--- config.mk ---
export PLATFORM = sky130hd
export DESIGN_NAME = ika_noise_mc
export DESIGN_NICKNAME = d
export VERILOG_FILES = /design/src/rtl/ika_noise_mc.sv
export SDC_FILE = /design/constraint.sdc
export NUM_CORES = 1
export LEC_CHECK = 0
export CAP_MARGIN = 20
export CORE_UTILIZATION = 54
export DETAILED_ROUTE_END_ITERATION = 10
export PLACE_DENSITY = 0.8
export SYNTH_ARGS = -nofsm -noshare
export SYNTH_HDL_FRONTEND = slang
export SYNTH_SLANG_ARGS = --single-unit
--- constraint.sdc ---
create_clock -name i_EMUCLK -period 6.2 [get_ports i_EMUCLK]
set_input_delay 1.24 -clock i_EMUCLK [delete_from_list [all_inputs] [get_ports i_EMUCLK]]
set_output_delay 1.24 -clock i_EMUCLK [all_outputs]
set_load 0.01 [all_outputs]
--- src/rtl/ika_noise_mc.sv ---
// Multi-channel noise generator: per-channel divider, right-shift LFSR,
// formatted signed samples for the operator accumulator, serial LFO tap.
module ika_noise_mc #(
    parameter int                  NUM_CH    = 4,
    parameter int                  LFSR_W    = 16,
    parameter int                  FREQ_W    = 5,
    parameter int                  TAP_WHITE = 2,
    parameter int                  TAP_SHORT = 1,
    parameter int                  PAR_W     = 9,
    parameter logic [LFSR_W-1:0]   SEED      = LFSR_W'(1),
    localparam int                 OUT_W     = PAR_W + 5
) (
    input  logic                       i_EMUCLK,
    input  logic                       i_MRST,
    input  logic                       i_CEN_n,
    input  logic                       i_TICK,
    input  logic [NUM_CH-1:0]          i_EN,
    input  logic [NUM_CH-1:0]          i_MODE,
    input  logic [NUM_CH*FREQ_W-1:0]   i_NFRQ,
    input  logic [NUM_CH-1:0]          i_RESEED,
    input  logic [NUM_CH-1:0]          i_ATTEN_MAX,
    output logic [NUM_CH*OUT_W-1:0]    o_NOISE,
    output logic [NUM_CH-1:0]          o_STEP,
    output logic                       o_LFO_NOISE
);

    for (genvar c = 0; c < NUM_CH; c++) begin : g_ch
        logic [LFSR_W-1:0] q;
        logic [FREQ_W-1:0] cnt;
        logic [OUT_W-1:0]  sample_r;
        logic              step_r;

        logic [LFSR_W-1:0] seed;
        logic [FREQ_W-1:0] frq;
        logic              hit;
        logic              step;
        logic              tap;
        logic              fb;
        logic              s;
        logic [PAR_W-1:0]  p;
        logic [OUT_W-1:0]  sample;

        assign seed = SEED + LFSR_W'(c);
        assign frq  = i_NFRQ[c*FREQ_W +: FREQ_W];
        assign hit  = i_TICK && (cnt == ~frq);
        assign step = i_EN[c] && !i_RESEED[c] && hit;

        // all-zero state would lock up, so feed a one back in
        assign tap = i_MODE[c] ? q[TAP_SHORT] : q[TAP_WHITE];
        assign fb  = (q == '0) ? 1'b1 : (q[0] ^ tap);

        assign s = q[0];
        assign p = q[PAR_W:1] ^ {PAR_W{s}};

        always_comb begin
            sample = '0;
            if (i_EN[c] && !i_ATTEN_MAX[c])
                sample = {s, s, p, s, s, s};
        end

        always_ff @(posedge i_EMUCLK or posedge i_MRST) begin
            if (i_MRST) begin
                q        <= seed;
                cnt      <= '0;
                sample_r <= '0;
                step_r   <= 1'b0;
            end else if (!i_CEN_n) begin
                if (!i_EN[c] || i_RESEED[c])
                    cnt <= '0;
                else if (hit)
                    cnt <= '0;
                else if (i_TICK)
                    cnt <= cnt + 1'b1;

                if (i_RESEED[c])
                    q <= seed;
                else if (step)
                    q <= {fb, q[LFSR_W-1:1]};

                sample_r <= sample;
                step_r   <= step;
            end
        end

        assign o_NOISE[c*OUT_W +: OUT_W] = sample_r;
        assign o_STEP[c]                 = step_r;
    end

    assign o_LFO_NOISE = g_ch[0].q[1];

endmodule

* Word-level counts from Yosys, hierarchy flattened
Cells that the tools add are included.
** Operators by class
- Bitwise logic cells :: 13
- Equal/unequal tests :: 4
- Shift-type cells :: 0
- Mux-type cells :: 32
- Add/sub/neg operators :: 4
- Div/mod/pow operators :: 0
- $mul :: 0
- Reduce and logical (&&, ||, !) cells :: 52
- $lt $le $gt $ge :: 0
** Operator list (count)
- 16-bit 2-to-1 mux :: 8
- 16-bit zero test :: 4
- 5-bit 2-to-1 mux :: 12
- 14-bit 2-to-1 mux :: 4
- 9-bit XOR :: 4
- 5-bit by 1-bit adder with 5-bit output (second input constant) :: 4
- 5-bit == test :: 4
- 5-bit inverter :: 4
- 1-bit logical AND :: 16
- 2-bit AND reduction :: 8
- 1-bit zero test :: 12
- 3-bit nonzero test :: 4
- 1-bit 2-to-1 mux :: 8
- 2-bit nonzero test :: 4
- 1-bit logical OR :: 4
- 1-bit XOR :: 4
- 1-bit inverter :: 1
** Storage, ports and cells
- Input bits :: 40
- Output and inout bits :: 61
- Register bits after elaboration :: 144
- Memory bits (read-only) :: 0
- Memories kept :: 0
- Word-level logic and storage cells :: 121
- Bits in latches :: 0
- Memory bits (writable) :: 0

* Longest topological paths before layout
Gate-level depths: netlist of run 1.
- Depth after elaboration :: 6
- Gate-level depth with buffers :: 7
- Mapped depth without buffers :: 5

* Least setup slack after synthesis of run 1
No wires, ideal clock.
- Path kind :: input to register
- Start point :: input port i_TICK
- End point :: register g_ch[2].q[2]
- Cell stages on the path :: 7
- Data required time :: 6.122 ns
- Path slack :: 3.743 ns
- Library setup time :: 0.078 ns
- Arrival :: 2.379 ns
- Path buffers :: 3
- Path through :: buf_2 inv_1 nor4b_2 and2_1 buf_2 buf_4 o2bb2ai_1
** On the way
- Word-level cells in the longest chain between the ends :: 4
** RTL lines
- from (decl) :: line 16 : input logic i_TICK,
- 1-bit logical AND :: line 45 : assign hit = i_TICK && (cnt == ~frq);
- 1-bit logical AND :: line 46 : assign step = i_EN[c] && !i_RESEED[c] && hit;
- 2-bit nonzero test (no source line)
- 2-bit AND reduction (no source line)
- to (signal assigned) :: line 78 : q <= {fb, q[LFSR_W-1:1]};
- to (decl) :: line 28 : logic [LFSR_W-1:0] q;
No other way between the ends.
A chain may end at the register's enable or synchronous reset.

* Final worst setup path of run 1
- Start point :: input port i_TICK
- End point :: register g_ch[2].q[4]
Same word-level chain as after synthesis.

==> results of run 1 <==
-- sequential cells by signal, indices dropped and copies added, names as in the netlist --
name and flops:
g_ch.cnt 20, g_ch.q 64, g_ch.sample_r 40, g_ch.step_r 4
-- power by group --
part / internal (mW) / switching (mW)
clock network: 0.576 / 0.342
registers: 0.853 / 0.0146
logic: 0.0750 / 0.0817
total: 1.50 / 0.439
-- final timing paths --
kind	start	end	slack [ns]	cells after the start
max in group asynchronous	i_MRST	g_ch[3].q[8]	3.59	3
min in group asynchronous	i_MRST	g_ch[0].sample_r[12]	1.35	2
worst min-delay path	g_ch[2].step_r	g_ch[2].step_r	0.48	2
worst min register to register	g_ch[2].step_r	g_ch[2].step_r	0.48	2
worst max-delay path	i_TICK	g_ch[2].q[4]	3.23	5
worst max register to register	g_ch[0].cnt[3]	g_ch[0].q[0]	4.31	4
-- cells in the mapped netlist, types with 3 or more instances --
| library cell | count | area (um2) |
|---|---|---|
| nand2b_1 | 12 | 75.1 |
| xnor2_1 | 4 | 35.0 |
| o211ai_1 | 11 | 82.6 |
| mux2i_1 | 50 | 500 |
| dfstp_2 | 5 | 131 |
| nor2b_1 | 5 | 31.3 |
| nor3_1 | 4 | 20.0 |
| and2_1 | 3 | 18.8 |
| o2111ai_1 | 7 | 61.3 |
| a21o_1 | 7 | 52.6 |
| nor4_1 | 11 | 68.8 |
| buf_1 | 8 | 30.0 |
| clkbuf_1 | 9 | 33.8 |
| xor2_1 | 55 | 482 |
| ha_1 | 8 | 100 |
| inv_1 | 60 | 225 |
| buf_2 | 6 | 30.0 |
| o2bb2ai_1 | 13 | 114 |
| o21ai_0 | 12 | 60.1 |
| dfrtp_1 | 123 | 3080 |
| nor4b_1 | 3 | 26.3 |
| nand2_1 | 88 | 330 |
| a41oi_1 | 3 | 26.3 |
| nor2_1 | 4 | 15.0 |
| buf_4 | 22 | 165 |
| nand3_1 | 11 | 55.1 |
| a22o_1 | 40 | 350 |
-- kinds of logic (layout without fill, tap and decap cells) --
kind of cell | Yosys count | in the layout | share of synthesized area, %
buffers and inverters | 109 | 196 | 8.30
DFF | 128 | 128 | 49.2
and+or+nand+nor | 159 | 159 | 12.5
AOI/OAI and AO/OA | 102 | 102 | 12.5
adders and majority gates | 8 | 8 | 1.53
muxes | 52 | 52 | 8.02
xor gates and xnor gates | 59 | 59 | 7.92
-- worst register-to-register path, cell delays in order, from the launching register on --
cell,delay [ns]
dfrtp_1,0.43
xor2_1,0.21
nand4_2,0.23
nor2_4,0.56
mux2_1,0.38
-- metal layers --
layer / global-route usage (%) / vias to the layer above / part of all wire (%)
met4: 8.38 / 0 / 1.4
met3: 6.31 / 20 / 5.3
met5: 0 / - / 0
li1: - / 2257 / -
met1: 28.4 / 2340 / 43
met2: 39.6 / 118 / 50
-- cell type report --
cell class,instances,area [um2],share of cell area [%]
sequential,128,3210,40.2
clock buffer,24,482,6.04
tap,143,179,2.24
timing repair buffer,105,1030,13.0
multi-input combinational,380,2790,34.9
inverter,60,228,2.85
clock inverter,7,60.1,0.753
==> out/qor.yml, run 1 <==
status:
  status: "complete, but fails checks"
  violations: "design-rule violations"
pwr:
  powerDensity_mw_per_mm2: 243
  finalPower_mw: 1.94
  peakVddDrop_mv: 0.160
  leakage_nw: 3.49
setup_path:
  worst_path_max_delay_cell: "clkdlybuf4s50_1"
  cp_num_buf_inv: 2
  worstPathCellList: "clkdlybuf4s50_1 > inv_1 > nor4b_2 > and2_1 > o2bb2ai_1"
  critPathCaptureType: "flip-flop"
  worst_path_dominant_cell_family: "simple AND/OR/NAND/NOR gates"
  critPathMaxStageDelay_ns: 0.70
  crit_type: "input port to flip-flop"
  path_max_fanout: 15
  crit_arrival_ns: 3.30
  startpoint_type: "input port"
  crit_required_ns: 6.53
placed_design:
  pre_cts_ws_ns: 2.73
  numPortBuffers: 100
  gp_congestion: 0.923
  place_area_mm2: 0.00743
  post-place-cells: 815
  hpwl_um: 9300
sta:
  finalSetupViolCount: 0
  slew_headroom_pct: 44.2
  hold_viol_final: 0
  finalClockSkew_ns: 0.00550
  final-max-slew-violation-count: 0
  worst_pin_slew_ns: 0.837
  max_freq_mhz: 336
  period_share_pct: 48.0
  tns_ns: 0
  whs_ns: 0.482
  setup_slack_ns: 3.23
  rsz0062_at_grt: "no"
  period_minus_slack_ns: 2.97
global_routing:
  grt_start_max_net_pins: 71
  antenna_found_initial: 0
  grt_usage_pct: 23.3
  grt_overflow: 0
  grt_pass1_wl_um: 23000
  first_global_vias: 4714
route:
  wl_um: 13500
  first_pass_iters: 7
  vias_per_cell: 5.59
  ant_nets: 0
  vias: 4735
  routedWlPerCell_um: 16.0
  remaining_drc_errors: 9
  drt_first_iter_violations: 224
final_layout:
  final.fill_count: 875
  postLayoutCellArea_mm2: 0.00798
  postLayoutCoreUtil_pct: 68.7
  layout-drive-gt1-share_pct: 7.39
  antennaDiodeCount: 0
  final_common_cell: "dfrtp_1"
  area_growth_pct: 22.3
  layout.cells.most_common_list: "dfrtp_1, clkdlybuf4s50_1, nand2_1"
  nets: 740
  stdcell_count: 847
clock_network:
  cts_repair_resize_count: 0
  cts.clk_slew.worst_paths_ns: 0.05
  worstSkewPairLatency_ns: 0.41
  cts-root-buf: "clkbuf_16"
  cts_setup_buffers: 0
  hold_buffers: 0
  cts_buffer_depth: 2
  cts-htree-levels: 4
  cts_tree: "done"
  clkSinkCount: 128
  cts_made_buffers: 17
synthesis:
  synthFlopType: "dfrtp_1"
  synth_seq_cells: 128
  seq_area_frac_synth_pct: 49.2
  ys_async_sr_fraction_pct: 100
  synth_cell_types: 51
  synth_area_mm2: 0.00653
  syn_inst: 617
  syn_nets: 665
  synth_edf_count: 0
  synth.avg_cell_area_um2: 10.6
  synth_warnings: 0
die:
  die_y_um: 112
  die_x_um: 112
  dieArea_mm2: 0.0125
  floorplan.io_pins: 101
  initial_core_util_pct: 56.2
  coreArea_mm2: 0.0116
  fp-row-count: 39
min_path:
  hold_path.class: "flip-flop to flip-flop"
run:
  drv_cap: 0
(Power assumes the default switching activity.)
==> run 2, diff against run 1 <==
clock period = 3 ns   (was 6.2 ns; I/O delays follow)
==> run 2 against run 1 <==
The run still ends with design-rule violations left. Final area up 1.3%. Global-route usage about the same. Non-clock buffer count up 4. Final cell count up 0.59%.
==> out/qor.yml, run 2 (synthesis results as in run 1) <==
status:
  status: "complete, but fails checks"  # unchanged
  violations: "design-rule violations"  # unchanged
pwr:
  p_sw_share_pct: 22.1  # was 22.6%
  leakage_nw: 3.53  # was 3.49 nW
  p_seq_share_pct: 43.3  # was 44.7%
  netSwitchingPower_mw: 0.918  # was 0.439 mW
  peakVddDrop_mv: 0.347  # was 0.160 mV
  combPwrFrac_pct: 8.0  # was 8.1%
  finalPower_mw: 4.15  # was 1.94 mW
  pwr-share-clk_pct: 48.7  # was 47.3%
  powerDensity_mw_per_mm2: 513  # was 243 mW/mm2
  p_int_mw: 3.23  # was 1.50 mW
setup_path:
  startpoint_type: "input port"  # unchanged
  critPathCaptureType: "flip-flop"  # unchanged
  crit_end: "g_ch[2].q[1]"  # was g_ch[2].q[4]
  reg2reg_to: "g_ch[1].q[9]"  # was g_ch[0].q[0]
  crit_arrival_ns: 2.54  # was 3.30 ns
  crit_type: "input port to flip-flop"  # unchanged
  crit_required_ns: 3.31  # was 6.53 ns
  rr_startpoint: "g_ch[1].cnt[0]"  # was g_ch[0].cnt[3]
  path_max_fanout: 15  # unchanged
  reg2regPathDepth: 5  # was 4
  r2r_slack_ns: 1.11  # was 4.31 ns
  startpoint: "i_TICK"  # unchanged
sta:
  period_minus_slack_ns: 2.23
  rsz0062_at_grt: "no"  # unchanged
  hold_viol_final: 0  # unchanged
  period_share_pct: 74.4
  worst_pin_slew_ns: 0.718  # was 0.837 ns
  final-max-slew-violation-count: 0  # unchanged
  finalClockSkew_ns: 0.00610  # was 0.00550 ns
  finalSetupViolCount: 0  # unchanged
  slew_headroom_pct: 51.9  # was 44.2%
  tns_ns: 0  # unchanged
  whs_ns: 0.477  # was 0.482 ns
  max_freq_mhz: 448
final_layout:
  area_growth_pct: 23.9  # was 22.3%
  largest-register: "g_ch.q"  # unchanged
  ff_latch_area_mm2: 0.00321  # unchanged
  multi_input_area_mm2: 0.00279  # unchanged
  layout.cells.most_common_list: "dfrtp_1, clkdlybuf4s50_1, nand2_1"  # unchanged
  antennaDiodeCount: 0  # unchanged
  layout-drive-gt1-share_pct: 7.90  # was 7.39%
  reg_top3: "g_ch.q: 64 flops, g_ch.sample_r: 40 flops, g_ch.cnt: 20 flops"  # unchanged
  final.fill_count: 846  # was 875
  stdcell_count: 852  # was 847
  nets: 744  # was 740
  final_common_cell: "dfrtp_1"  # unchanged
  largest_reg_flops: 64  # unchanged
  postLayoutCoreUtil_pct: 69.6  # was 68.7%
route:
  ant_nets: 0  # unchanged
  remaining_drc_errors: 9  # unchanged
  drt_first_iter_violations: 294  # was 224
  vias_per_cell: 5.64  # was 5.59
  wl_um: 13500  # about the same
  vias: 4809  # was 4735
  first_pass_iters: 8  # was 7
  routedWlPerCell_um: 15.8  # was 16.0 um
clock_network:
  cts.clk_slew.worst_paths_ns: 0.05  # about the same
  cts_made_buffers: 17  # unchanged
  clkSinkCount: 128  # unchanged
  hold_buffers: 0  # unchanged
  cts-htree-levels: 4  # unchanged
  cts_tree: "done"  # unchanged
  cts_repair_resize_count: 0  # unchanged
  cts_buffer_depth: 2  # unchanged
  cts_setup_buffers: 0  # unchanged
  cts-root-buf: "clkbuf_16"  # unchanged
  worstSkewPairLatency_ns: 0.42  # was 0.41 ns
die:
  dieArea_mm2: 0.0125  # unchanged
  die_x_um: 112  # unchanged
  fp-row-count: 39  # unchanged
  coreArea_mm2: 0.0116  # unchanged
  floorplan.io_pins: 101  # unchanged
  die_y_um: 112  # unchanged
  initial_core_util_pct: 56.2  # unchanged
global_routing:
  grt_start_max_net_pins: 60  # was 71
  grt_usage_pct: 23.3  # about the same
  grt_pass1_wl_um: 23000  # about the same
  grt_overflow: 0  # unchanged
  first_global_vias: 4792  # was 4714
  antenna_found_initial: 0  # unchanged
placed_design:
  post-place-cells: 820  # was 815
  gp_congestion: 0.843  # was 0.923
  numPortBuffers: 100  # unchanged
  hpwl_um: 9400  # was 9300 um
run:
  drv_cap: 0  # unchanged
min_path:
  hold_path.class: "flip-flop to flip-flop"  # unchanged
-- run 2: changes by cell type in the layout (fill, tap and decap cells not counted) --
cell        previous run  this run
buf_12                 0         3
clkinv_2               6         4
buf_4                  5         6
bufinv_16              1         2
clkbuf_1               4         5
clkbuf_8               3         4
clkinvlp_4             0         1
inv_4                  1         0
-- run 2: worst min-delay path by stage --
stage | start | end | cells past startpoint
after global routing | g_ch[3].step_r | g_ch[3].step_r | 1
after floorplan | g_ch[2].step_r | g_ch[2].step_r | 2
after global placement | g_ch[3].step_r | g_ch[3].step_r | 1
after detailed placement | g_ch[3].step_r | g_ch[3].step_r | 1
after CTS | g_ch[3].step_r | g_ch[3].step_r | 1
final | g_ch[3].step_r | g_ch[3].step_r | 1
-- run 2: power by group through the flow --
| stage | sequential (mW) | combinational [mW] | clock (mW) |
|---|---|---|---|
| CTS | 1.80 | 0.335 | 2.05 |
| global placement | 1.82 | 0.324 | 0 |
| finish | 1.80 | 0.332 | 2.02 |
| detailed placement | 1.82 | 0.333 | 0 |
| floorplan | 1.83 | 0.171 | 0 |
| global route | 1.80 | 0.362 | 2.14 |
-- run 2: cell type report --
type                    count  area share [%]
clock buffers              26            6.17
flip-flops and latches    128            39.7
inverters                  60            2.83
well taps                 143            2.21
repair buffers            109            13.6
multi-input cells         380            34.5
clock inverters             6           0.990
-- run 2: metal layers --
metal / track usage, % / part of all wire [%]
met5: 0 / 0
met4: 10.7 / 2.2
met3: 4.63 / 3.9
met2: 38.6 / 50
met1: 29.6 / 44
-- run 2: through the flow --
stage | worst slack [ns] | instance area, um2
after floorplan | 0.823 | 6530
after global placement | 0.453 | 7510
after detailed placement | 0.351 | 7510
after CTS | 0.795 | 8090
after global routing | 0.648 | 8090
final | 0.769 | 8090
-- run 2: critical path, cell delays in order --
cell and delay (ns):
clkdlybuf4s50_1 0.68, inv_1 0.20, nor4b_2 0.40, and2_1 0.52, o211ai_1 0.15
